==> src/rtl/tiny_riscv_periph_ctrl_pkg.sv <==
// Shared register map, status bit positions and drain FSM encoding for the
// tiny_riscv peripheral controller.
package tiny_riscv_periph_ctrl_pkg;

  // One-hot word-address bit per register; seg digits occupy REG_SEG0.. upward
  localparam int REG_LED       = 0;
  localparam int REG_UART_DATA = 1;
  localparam int REG_UART_STAT = 2;
  localparam int REG_SEG0      = 3;
  localparam int REG_TIMER     = 7;

  localparam int STAT_TX_IDLE  = 0;
  localparam int STAT_EMPTY    = 1;
  localparam int STAT_OVF      = 2;
  localparam int STAT_FULL     = 9;
  localparam int STAT_CNT_LSB  = 16;
  localparam int STAT_CNT_W    = 5;

  typedef enum logic {
    DRAIN_IDLE = 1'b0,
    DRAIN_BUSY = 1'b1
  } drain_state_t;

endpackage

==> src/rtl/tiny_riscv_periph_ctrl_if.sv <==
// CPU-side load/store bus of the peripheral controller.
interface tiny_riscv_periph_ctrl_if;
  logic        sel;
  logic [7:0]  word_addr;
  logic [31:0] write_data;
  logic [3:0]  write_mask;
  logic        read_strobe;
  logic [31:0] read_data;
  logic        read_valid;

  modport master (
    output sel, word_addr, write_data, write_mask, read_strobe,
    input  read_data, read_valid
  );

  modport slave (
    input  sel, word_addr, write_data, write_mask, read_strobe,
    output read_data, read_valid
  );
endinterface

==> src/rtl/tiny_riscv_sync_fifo.sv <==
// Single-clock FIFO; a push into a full FIFO is accepted only when a pop
// frees an entry in the same cycle.
module tiny_riscv_sync_fifo #(
  parameter int WIDTH = 8,
  parameter int DEPTH = 8,
  parameter int CNT_W = $clog2(DEPTH) + 1
) (
  input  logic             i_Clk,
  input  logic             i_Rst,
  input  logic             push,
  input  logic [WIDTH-1:0] wr_data,
  input  logic             pop,
  output logic [WIDTH-1:0] rd_data,
  output logic             full,
  output logic             empty,
  output logic [CNT_W-1:0] count
);
  localparam int AW = $clog2(DEPTH);

  logic [WIDTH-1:0] mem [DEPTH];
  logic [AW-1:0]    wr_ptr;
  logic [AW-1:0]    rd_ptr;
  logic             do_push;
  logic             do_pop;

  assign full    = (count == CNT_W'(DEPTH));
  assign empty   = (count == '0);
  assign do_pop  = pop & ~empty;
  assign do_push = push & (~full | do_pop);
  assign rd_data = mem[rd_ptr];

  always_ff @(posedge i_Clk) begin
    if (i_Rst) begin
      wr_ptr <= '0;
      rd_ptr <= '0;
      count  <= '0;
    end else begin
      if (do_push) wr_ptr <= wr_ptr + AW'(1);
      if (do_pop)  rd_ptr <= rd_ptr + AW'(1);
      case ({do_push, do_pop})
        2'b10:   count <= count + CNT_W'(1);
        2'b01:   count <= count - CNT_W'(1);
        default: count <= count;
      endcase
    end
  end

  always_ff @(posedge i_Clk) begin
    if (do_push) mem[wr_ptr] <= wr_data;
  end

endmodule

==> src/rtl/tiny_riscv_periph_ctrl.sv <==
// Memory-mapped LED / 7-seg / switch / UART-TX controller for tiny_riscv.
// Define TINY_RISCV_PERIPH_TIMER_EN to add the free-running cycle timer at word-address bit 7.
module tiny_riscv_periph_ctrl
  import tiny_riscv_periph_ctrl_pkg::*;
#(
  parameter int NUM_LED       = 4,
  parameter int NUM_SW        = 4,
  parameter int NUM_SEG       = 2,
  parameter int TX_FIFO_DEPTH = 8
) (
  input  logic                   i_Clk,
  input  logic                   i_Rst,
  tiny_riscv_periph_ctrl_if.slave bus,
  input  logic [NUM_SW-1:0]      i_Switch,
  output logic [NUM_LED-1:0]     o_LED,
  output logic [7*NUM_SEG-1:0]   o_seg,
  output logic [7:0]             o_tx_byte,
  output logic                   o_tx_start,
  input  logic                   i_tx_done
);
  localparam int SW_BIT = REG_SEG0 + NUM_SEG;
  localparam int CNT_W  = $clog2(TX_FIFO_DEPTH) + 1;

  logic              wr_en;
  logic              rd_en;
  logic [6:0]        seg_q  [NUM_SEG];
  logic [6:0]        seg_rd [NUM_SEG+1];
  logic [NUM_SW-1:0] sw_meta;
  logic [NUM_SW-1:0] sw_sync;
  logic              fifo_push;
  logic              fifo_pop;
  logic              fifo_full;
  logic              fifo_empty;
  logic [7:0]        fifo_head;
  logic [CNT_W-1:0]  fifo_count;
  logic              tx_ovf;
  drain_state_t      state_q;
  drain_state_t      state_d;
  logic [31:0]       status;
  logic [31:0]       timer_q;
  logic [31:0]       rd_mux;
  logic              unused_bus;

  assign wr_en      = bus.sel & (|bus.write_mask);
  assign rd_en      = bus.sel & bus.read_strobe;
  assign fifo_push  = wr_en & bus.word_addr[REG_UART_DATA];
  assign unused_bus = ^{bus.write_data, bus.word_addr};

  always_ff @(posedge i_Clk) begin
    if (i_Rst)                               o_LED <= '0;
    else if (wr_en && bus.word_addr[REG_LED]) o_LED <= bus.write_data[NUM_LED-1:0];
  end

  // Each digit is its own register; seg_rd accumulates the read-side OR
  assign seg_rd[0] = '0;
  for (genvar k = 0; k < NUM_SEG; k++) begin : g_seg
    always_ff @(posedge i_Clk) begin
      if (i_Rst)                                    seg_q[k] <= '1;
      else if (wr_en && bus.word_addr[REG_SEG0+k])  seg_q[k] <= bus.write_data[6:0];
    end
    assign o_seg[7*k +: 7] = seg_q[k];
    assign seg_rd[k+1]     = seg_rd[k] | (bus.word_addr[REG_SEG0+k] ? seg_q[k] : 7'h00);
  end

  always_ff @(posedge i_Clk) begin
    sw_meta <= i_Switch;
    sw_sync <= sw_meta;
  end

  tiny_riscv_sync_fifo #(
    .WIDTH (8),
    .DEPTH (TX_FIFO_DEPTH),
    .CNT_W (CNT_W)
  ) u_tx_fifo (
    .i_Clk   (i_Clk),
    .i_Rst   (i_Rst),
    .push    (fifo_push),
    .wr_data (bus.write_data[7:0]),
    .pop     (fifo_pop),
    .rd_data (fifo_head),
    .full    (fifo_full),
    .empty   (fifo_empty),
    .count   (fifo_count)
  );

  // A dropped byte outranks a simultaneous clear so the loss is never hidden
  always_ff @(posedge i_Clk) begin
    if (i_Rst)
      tx_ovf <= 1'b0;
    else if (fifo_push && fifo_full && !fifo_pop)
      tx_ovf <= 1'b1;
    else if (wr_en && bus.word_addr[REG_UART_STAT] && bus.write_data[STAT_OVF])
      tx_ovf <= 1'b0;
  end

  always_ff @(posedge i_Clk) begin
    if (i_Rst) state_q <= DRAIN_IDLE;
    else       state_q <= state_d;
  end

  always_comb begin
    state_d  = state_q;
    fifo_pop = 1'b0;
    case (state_q)
      DRAIN_IDLE: if (!fifo_empty) begin
        fifo_pop = 1'b1;
        state_d  = DRAIN_BUSY;
      end
      DRAIN_BUSY: if (i_tx_done) state_d = DRAIN_IDLE;
      default:    state_d = DRAIN_IDLE;
    endcase
  end

  always_ff @(posedge i_Clk) begin
    if (i_Rst) begin
      o_tx_start <= 1'b0;
      o_tx_byte  <= 8'h00;
    end else begin
      o_tx_start <= fifo_pop;
      if (fifo_pop) o_tx_byte <= fifo_head;
    end
  end

  always_comb begin
    status                                = '0;
    status[STAT_TX_IDLE]                  = fifo_empty && (state_q == DRAIN_IDLE);
    status[STAT_EMPTY]                    = fifo_empty;
    status[STAT_OVF]                      = tx_ovf;
    status[STAT_FULL]                     = fifo_full;
    status[STAT_CNT_LSB +: STAT_CNT_W]    = STAT_CNT_W'(fifo_count);
  end

`ifdef TINY_RISCV_PERIPH_TIMER_EN
  always_ff @(posedge i_Clk) begin
    if (i_Rst)                                  timer_q <= 32'h0;
    else if (wr_en && bus.word_addr[REG_TIMER]) timer_q <= bus.write_data;
    else                                        timer_q <= timer_q + 32'd1;
  end
`else
  assign timer_q = 32'h0;
`endif

  always_comb begin
    rd_mux = '0;
    if (bus.word_addr[REG_LED])       rd_mux |= 32'(o_LED);
    if (bus.word_addr[REG_UART_STAT]) rd_mux |= status;
    if (bus.word_addr[SW_BIT])        rd_mux |= 32'(sw_sync);
    if (bus.word_addr[REG_TIMER])     rd_mux |= timer_q;
    rd_mux[6:0] = rd_mux[6:0] | seg_rd[NUM_SEG];
  end

  always_ff @(posedge i_Clk) begin
    if (i_Rst) begin
      bus.read_valid <= 1'b0;
      bus.read_data  <= 32'h0;
    end else begin
      bus.read_valid <= rd_en;
      if (rd_en) bus.read_data <= rd_mux;
    end
  end

endmodule

==> src/flat_wrapper.sv <==
// flat-port wrapper written by rule: the top's interface ports become plain ports
module tiny_riscv_periph_ctrl_flat import tiny_riscv_periph_ctrl_pkg::*;
#(
  parameter int NUM_LED       = 4,
  parameter int NUM_SW        = 4,
  parameter int NUM_SEG       = 2,
  parameter int TX_FIFO_DEPTH = 8
)
  (i_Clk, i_Rst, i_Switch, o_LED, o_seg, o_tx_byte, o_tx_start, i_tx_done, bus_sel, bus_word_addr, bus_write_data, bus_write_mask, bus_read_strobe, bus_read_data, bus_read_valid);
  tiny_riscv_periph_ctrl_if bus_i ();
  input  logic i_Clk;
  input  logic i_Rst;
  input  logic [NUM_SW-1:0] i_Switch;
  output logic [NUM_LED-1:0] o_LED;
  output logic [7*NUM_SEG-1:0] o_seg;
  output logic [7:0] o_tx_byte;
  output logic o_tx_start;
  input  logic i_tx_done;
  input wire logic [$bits(bus_i.sel)-1:0] bus_sel;
  input wire logic [$bits(bus_i.word_addr)-1:0] bus_word_addr;
  input wire logic [$bits(bus_i.write_data)-1:0] bus_write_data;
  input wire logic [$bits(bus_i.write_mask)-1:0] bus_write_mask;
  input wire logic [$bits(bus_i.read_strobe)-1:0] bus_read_strobe;
  output wire logic [$bits(bus_i.read_data)-1:0] bus_read_data;
  output wire logic [$bits(bus_i.read_valid)-1:0] bus_read_valid;
  assign bus_i.sel = bus_sel;
  assign bus_i.word_addr = bus_word_addr;
  assign bus_i.write_data = bus_write_data;
  assign bus_i.write_mask = bus_write_mask;
  assign bus_i.read_strobe = bus_read_strobe;
  assign bus_read_data = bus_i.read_data;
  assign bus_read_valid = bus_i.read_valid;
  tiny_riscv_periph_ctrl #(.NUM_LED(NUM_LED), .NUM_SW(NUM_SW), .NUM_SEG(NUM_SEG), .TX_FIFO_DEPTH(TX_FIFO_DEPTH)) u_core (.i_Clk(i_Clk), .i_Rst(i_Rst), .bus(bus_i), .i_Switch(i_Switch), .o_LED(o_LED), .o_seg(o_seg), .o_tx_byte(o_tx_byte), .o_tx_start(o_tx_start), .i_tx_done(i_tx_done));
endmodule
==> config.mk <==
export PLATFORM = sky130hd
export DESIGN_NAME = tiny_riscv_periph_ctrl_flat
export DESIGN_NICKNAME = d
export VERILOG_FILES = /design/src/rtl/tiny_riscv_periph_ctrl_pkg.sv /design/src/rtl/tiny_riscv_periph_ctrl_if.sv /design/src/rtl/tiny_riscv_sync_fifo.sv /design/src/rtl/tiny_riscv_periph_ctrl.sv /design/src/flat_wrapper.sv
export SDC_FILE = /design/constraint.sdc
export NUM_CORES = 1
export LEC_CHECK = 0
export CAP_MARGIN = 20
export CORE_AREA = 5 5 107 109
export DETAILED_ROUTE_END_ITERATION = 8
export DIE_AREA = 0 0 112 114
export PLACE_DENSITY_LB_ADDON = 0.2
export SLEW_MARGIN = 5
export SYNTH_ARGS = -nofsm -noshare
export SYNTH_HDL_FRONTEND = slang
export SYNTH_HIERARCHICAL = 1
export SYNTH_SLANG_ARGS = --single-unit
==> constraint.sdc <==
create_clock -name i_Clk -period 3.7 [get_ports i_Clk]
set_input_delay 0.37 -clock i_Clk [delete_from_list [all_inputs] [get_ports i_Clk]]
set_output_delay 0.37 -clock i_Clk [all_outputs]
set_load 0.005 [all_outputs]
==> flow_metrics.env <==
export IMPL_cp_max_fo=9
export IMPL_dpl_cell_area_mm2=0.005936
export IMPL_crit_buf_inv=2
export IMPL_skew_ps=13.43
export IMPL_initial_utilization_pct=49.42
export IMPL_vias_per_cell=5.296
export IMPL_cts_buffers=17
export IMPL_slew_headroom_pct=39.35
export IMPL_io_buffers=66
export IMPL_holdWs_ps=303.4
export IMPL_cts_sinks=127
export IMPL_required_ps=4160
export IMPL_fmax_mhz=328.1
export IMPL_slew_violations=0
export IMPL_p_int_mw=3.028
export IMPL_rrSetupSlack_ps=650
export IMPL_h_tree_depth=4
export IMPL_fin_crit_sh_pct=82.37
export IMPL_coreArea_mm2=0.01051
export IMPL_clk_pin_slew_ps=60
export IMPL_n_antenna_cell=0
export IMPL_wl_um=10470
export IMPL_wl_per_cell_um=17.42
export IMPL_final_nets=506
export IMPL_tns_ps=0
export IMPL_ant_nets=0
export IMPL_worst_pin_slew_ps=908.5
export IMPL_finalWorstSetupSlack_ps=652.2
export IMPL_critPathSlowestCell="or3_1"
export IMPL_cts_repair_resized=0
export IMPL_seq_power_share_pct=41.3
export IMPL_synthFlopType="edfxtp_1"
export IMPL_grt_total_usage_pct=17.28
export IMPL_cp_data_arrival_time_ps=3510
export IMPL_end_kind="flip-flop"
export IMPL_netSwitchingFraction_pct=27.05
export IMPL_hp_class="input pin to flip-flop"
export IMPL_clock_latency_ps=510
export IMPL_antenna_found_initial=0
export IMPL_drc=0
export IMPL_dr_pass1_iters=4
export IMPL_root_buffer="clkbuf_8"
export IMPL_die_h_um=114
export IMPL_grt_start_max_net_pins=31
export IMPL_pwr_share_clk_pct=39.8
export IMPL_synth_async_reset_ratio_pct=0
export IMPL_ios=113
export IMPL_grt_pass1_vias=3200
export IMPL_cts_setup_buffers=0
export IMPL_final_cell_mix="edfxtp_1 (78), clkdlybuf4s50_1 (66), dfxtp_1 (49), nand2_1 (26), nor2_1 (26)"
export IMPL_cts_hold_buffers=0
export IMPL_grt_busiest_layer="met2"
export IMPL_leakage_nw=2.305
export IMPL_synth_seq_cells=127
export IMPL_area_delta_synth_final_pct=25.86
export IMPL_period_minus_slack_ps=3048
export IMPL_grt_overflow_total=0
export IMPL_synth_cell_types=46
export IMPL_grt_pass1_wl_um=16780
export IMPL_finalSetupViolations=0
export IMPL_path_class="flip-flop to flip-flop"
export IMPL_dp_final_hpwl_um=7131
export IMPL_crit_chain="or3_1 > nor2_1 > or2_2 > clkinv_1 > o21ai_2 > or2_2 > inv_1 > ha_1 > a21oi_1 > nand2_1 > or3_1 > nand4_1"
export IMPL_final_common_cell="edfxtp_1"
export IMPL_powerDensity_mw_per_mm2=635.2
export IMPL_p_sw_mw=1.123
export IMPL_ir_worst_vdd_v=0.0003129
export IMPL_use_met1_pct=21.37
export IMPL_routabilityCongestion=0.8207
export IMPL_fp_row_count=38
export IMPL_syn_area_per_cell_um2=13.96
export IMPL_power_total_mw=4.151
export IMPL_yosys_warnings=6
export IMPL_drive_gt1_share_pct=13.23
export IMPL_crit_family="simple AND/OR/NAND/NOR gates"
export IMPL_status="completed"
export IMPL_drtIter0Drc=167
export IMPL_synth_edf_count=78
export IMPL_cts_buffer_depth=2
export IMPL_power_frac_comb_pct=19.0
export IMPL_die_w_um=112
export IMPL_slowest_delay_ps=540
export IMPL_die_area_mm2=0.01277
export IMPL_post_place_ws_ps=553.7
export IMPL_vias=3183
export IMPL_rsz0062_at_grt="false"
export IMPL_grt_util_met3_pct=4.668
export IMPL_stdcell_area_mm2=0.006535
export IMPL_crit_path_start_kind="flip-flop"
export IMPL_cap_violations=0
export IMPL_grt_util_met2_pct=29.22
export IMPL_seq_area_frac_synth_pct=64.00
export IMPL_hold_viol=0
export IMPL_synthCells=372
export IMPL_syn_area_mm2=0.005192
export IMPL_cts_tree="done"
## cell families after synthesis
family,share of synthesized area (%)
flops,64.00
other cells,0.07222
buf+inv,5.397
mux,10.41
compound gates,8.048
fa+ha+maj,1.349
xor+xnor,1.012
simple gates,9.711
## layer usage
| metal | vias up | routed length, um |
|---|---|---|
| met5 | - | 0 |
| met4 | 0 | 179 |
| met3 | 17 | 597 |
| met2 | 93 | 5278 |
| met1 | 1570 | 4413 |
| li1 | 1503 | - |
## flip-flops by register name, indices dropped and copies added (netlist names), named ones only
name,count
u_core/bus.read_data,12
u_core/bus.read_valid,1
u_core/o_LED,4
u_core/o_tx_byte,8
u_core/o_tx_start,1
u_core/seg_q,14
u_core/state_q,1
u_core/sw_meta,4
u_core/sw_sync,4
u_core/tx_ovf,1
u_core/u_tx_fifo/count,4
u_core/u_tx_fifo/mem,64
u_core/u_tx_fifo/rd_ptr,3
u_core/u_tx_fifo/wr_ptr,3
## final cells by class
type / count / area (um^2)
repair buffers: 78 / 750.7
flip-flops and latches: 127 / 3323
well taps: 140 / 175.2
clock buffers: 17 / 414.1
clock inverters: 15 / 185.2
fillers: 809 / 3973
inverters: 7 / 26.28
multi-input cells: 217 / 1660
## Yosys cell counts, types with 2 or more instances
cell type / number / share of area, %
buf_2: 4 / 0.39
nand3_1: 10 / 0.96
ha_1: 4 / 0.96
a211oi_1: 3 / 0.43
o21ai_2: 2 / 0.34
o21ai_0: 5 / 0.48
or3_1: 3 / 0.36
o311a_1: 2 / 0.39
mux4_1: 16 / 8.1
xor2_1: 3 / 0.51
mux2_2: 8 / 1.7
dfxtp_1: 49 / 19
or2_2: 3 / 0.36
nor2_1: 26 / 1.9
a221oi_1: 5 / 0.84
a22oi_1: 4 / 0.58
clkbuf_1: 10 / 0.72
buf_1: 2 / 0.14
buf_6: 3 / 0.65
a21oi_1: 21 / 2.0
nand2_1: 26 / 1.9
nor3b_2: 2 / 0.48
o211ai_1: 3 / 0.43
inv_1: 6 / 0.43
buf_4: 20 / 2.9
a222oi_1: 2 / 0.39
a21o_1: 2 / 0.29
edfxtp_1: 78 / 45
nor3_1: 6 / 0.58
nand4_1: 4 / 0.48
mux2i_1: 3 / 0.58
a31oi_1: 2 / 0.24
and2_1: 3 / 0.36
xnor2_1: 3 / 0.51
nand2b_1: 18 / 2.2
## power by group through the flow
stage / Sequential (mW) / Combinational (mW) / Clock (mW)
floorplan: 1.70 / 0.539 / 0
global placement: 1.74 / 0.774 / 0
detailed placement: 1.74 / 0.789 / 0
CTS: 1.71 / 0.794 / 1.67
global route: 1.73 / 0.863 / 1.74
finish: 1.71 / 0.788 / 1.65
## path summary, 6_finish.rpt
check / start / to / depth (start not counted)
max: u_core/u_tx_fifo/count[0] / u_core/u_tx_fifo/count[3] / 12
min reg2reg: u_core/sw_meta[2] / u_core/sw_sync[2] / 0
max reg2reg: u_core/u_tx_fifo/count[0] / u_core/u_tx_fifo/count[3] / 12
min: i_Switch[1] / u_core/sw_meta[1] / 1
## per-stage QoR
step           utilization, %  std cells
4_1_cts                 62.19        601
5_1_grt                 62.19        601
6_report                62.19        601
2_1_floorplan               -        391
3_5_place_dp            56.49        569
3_3_place_gp            56.49        569
## worst register-to-register path, delay by kind of cell, from the launching register on
family / cells / cell delay [ps]
flip-flops: 1 / 380
buffers and inverters: 2 / 270
AND/OR/NAND/NOR: 7 / 1710
AO/OA/AOI/OAI: 2 / 320
adder cells (fa/ha/maj): 1 / 310
No activity file was read; power rests on OpenSTA's default activity.
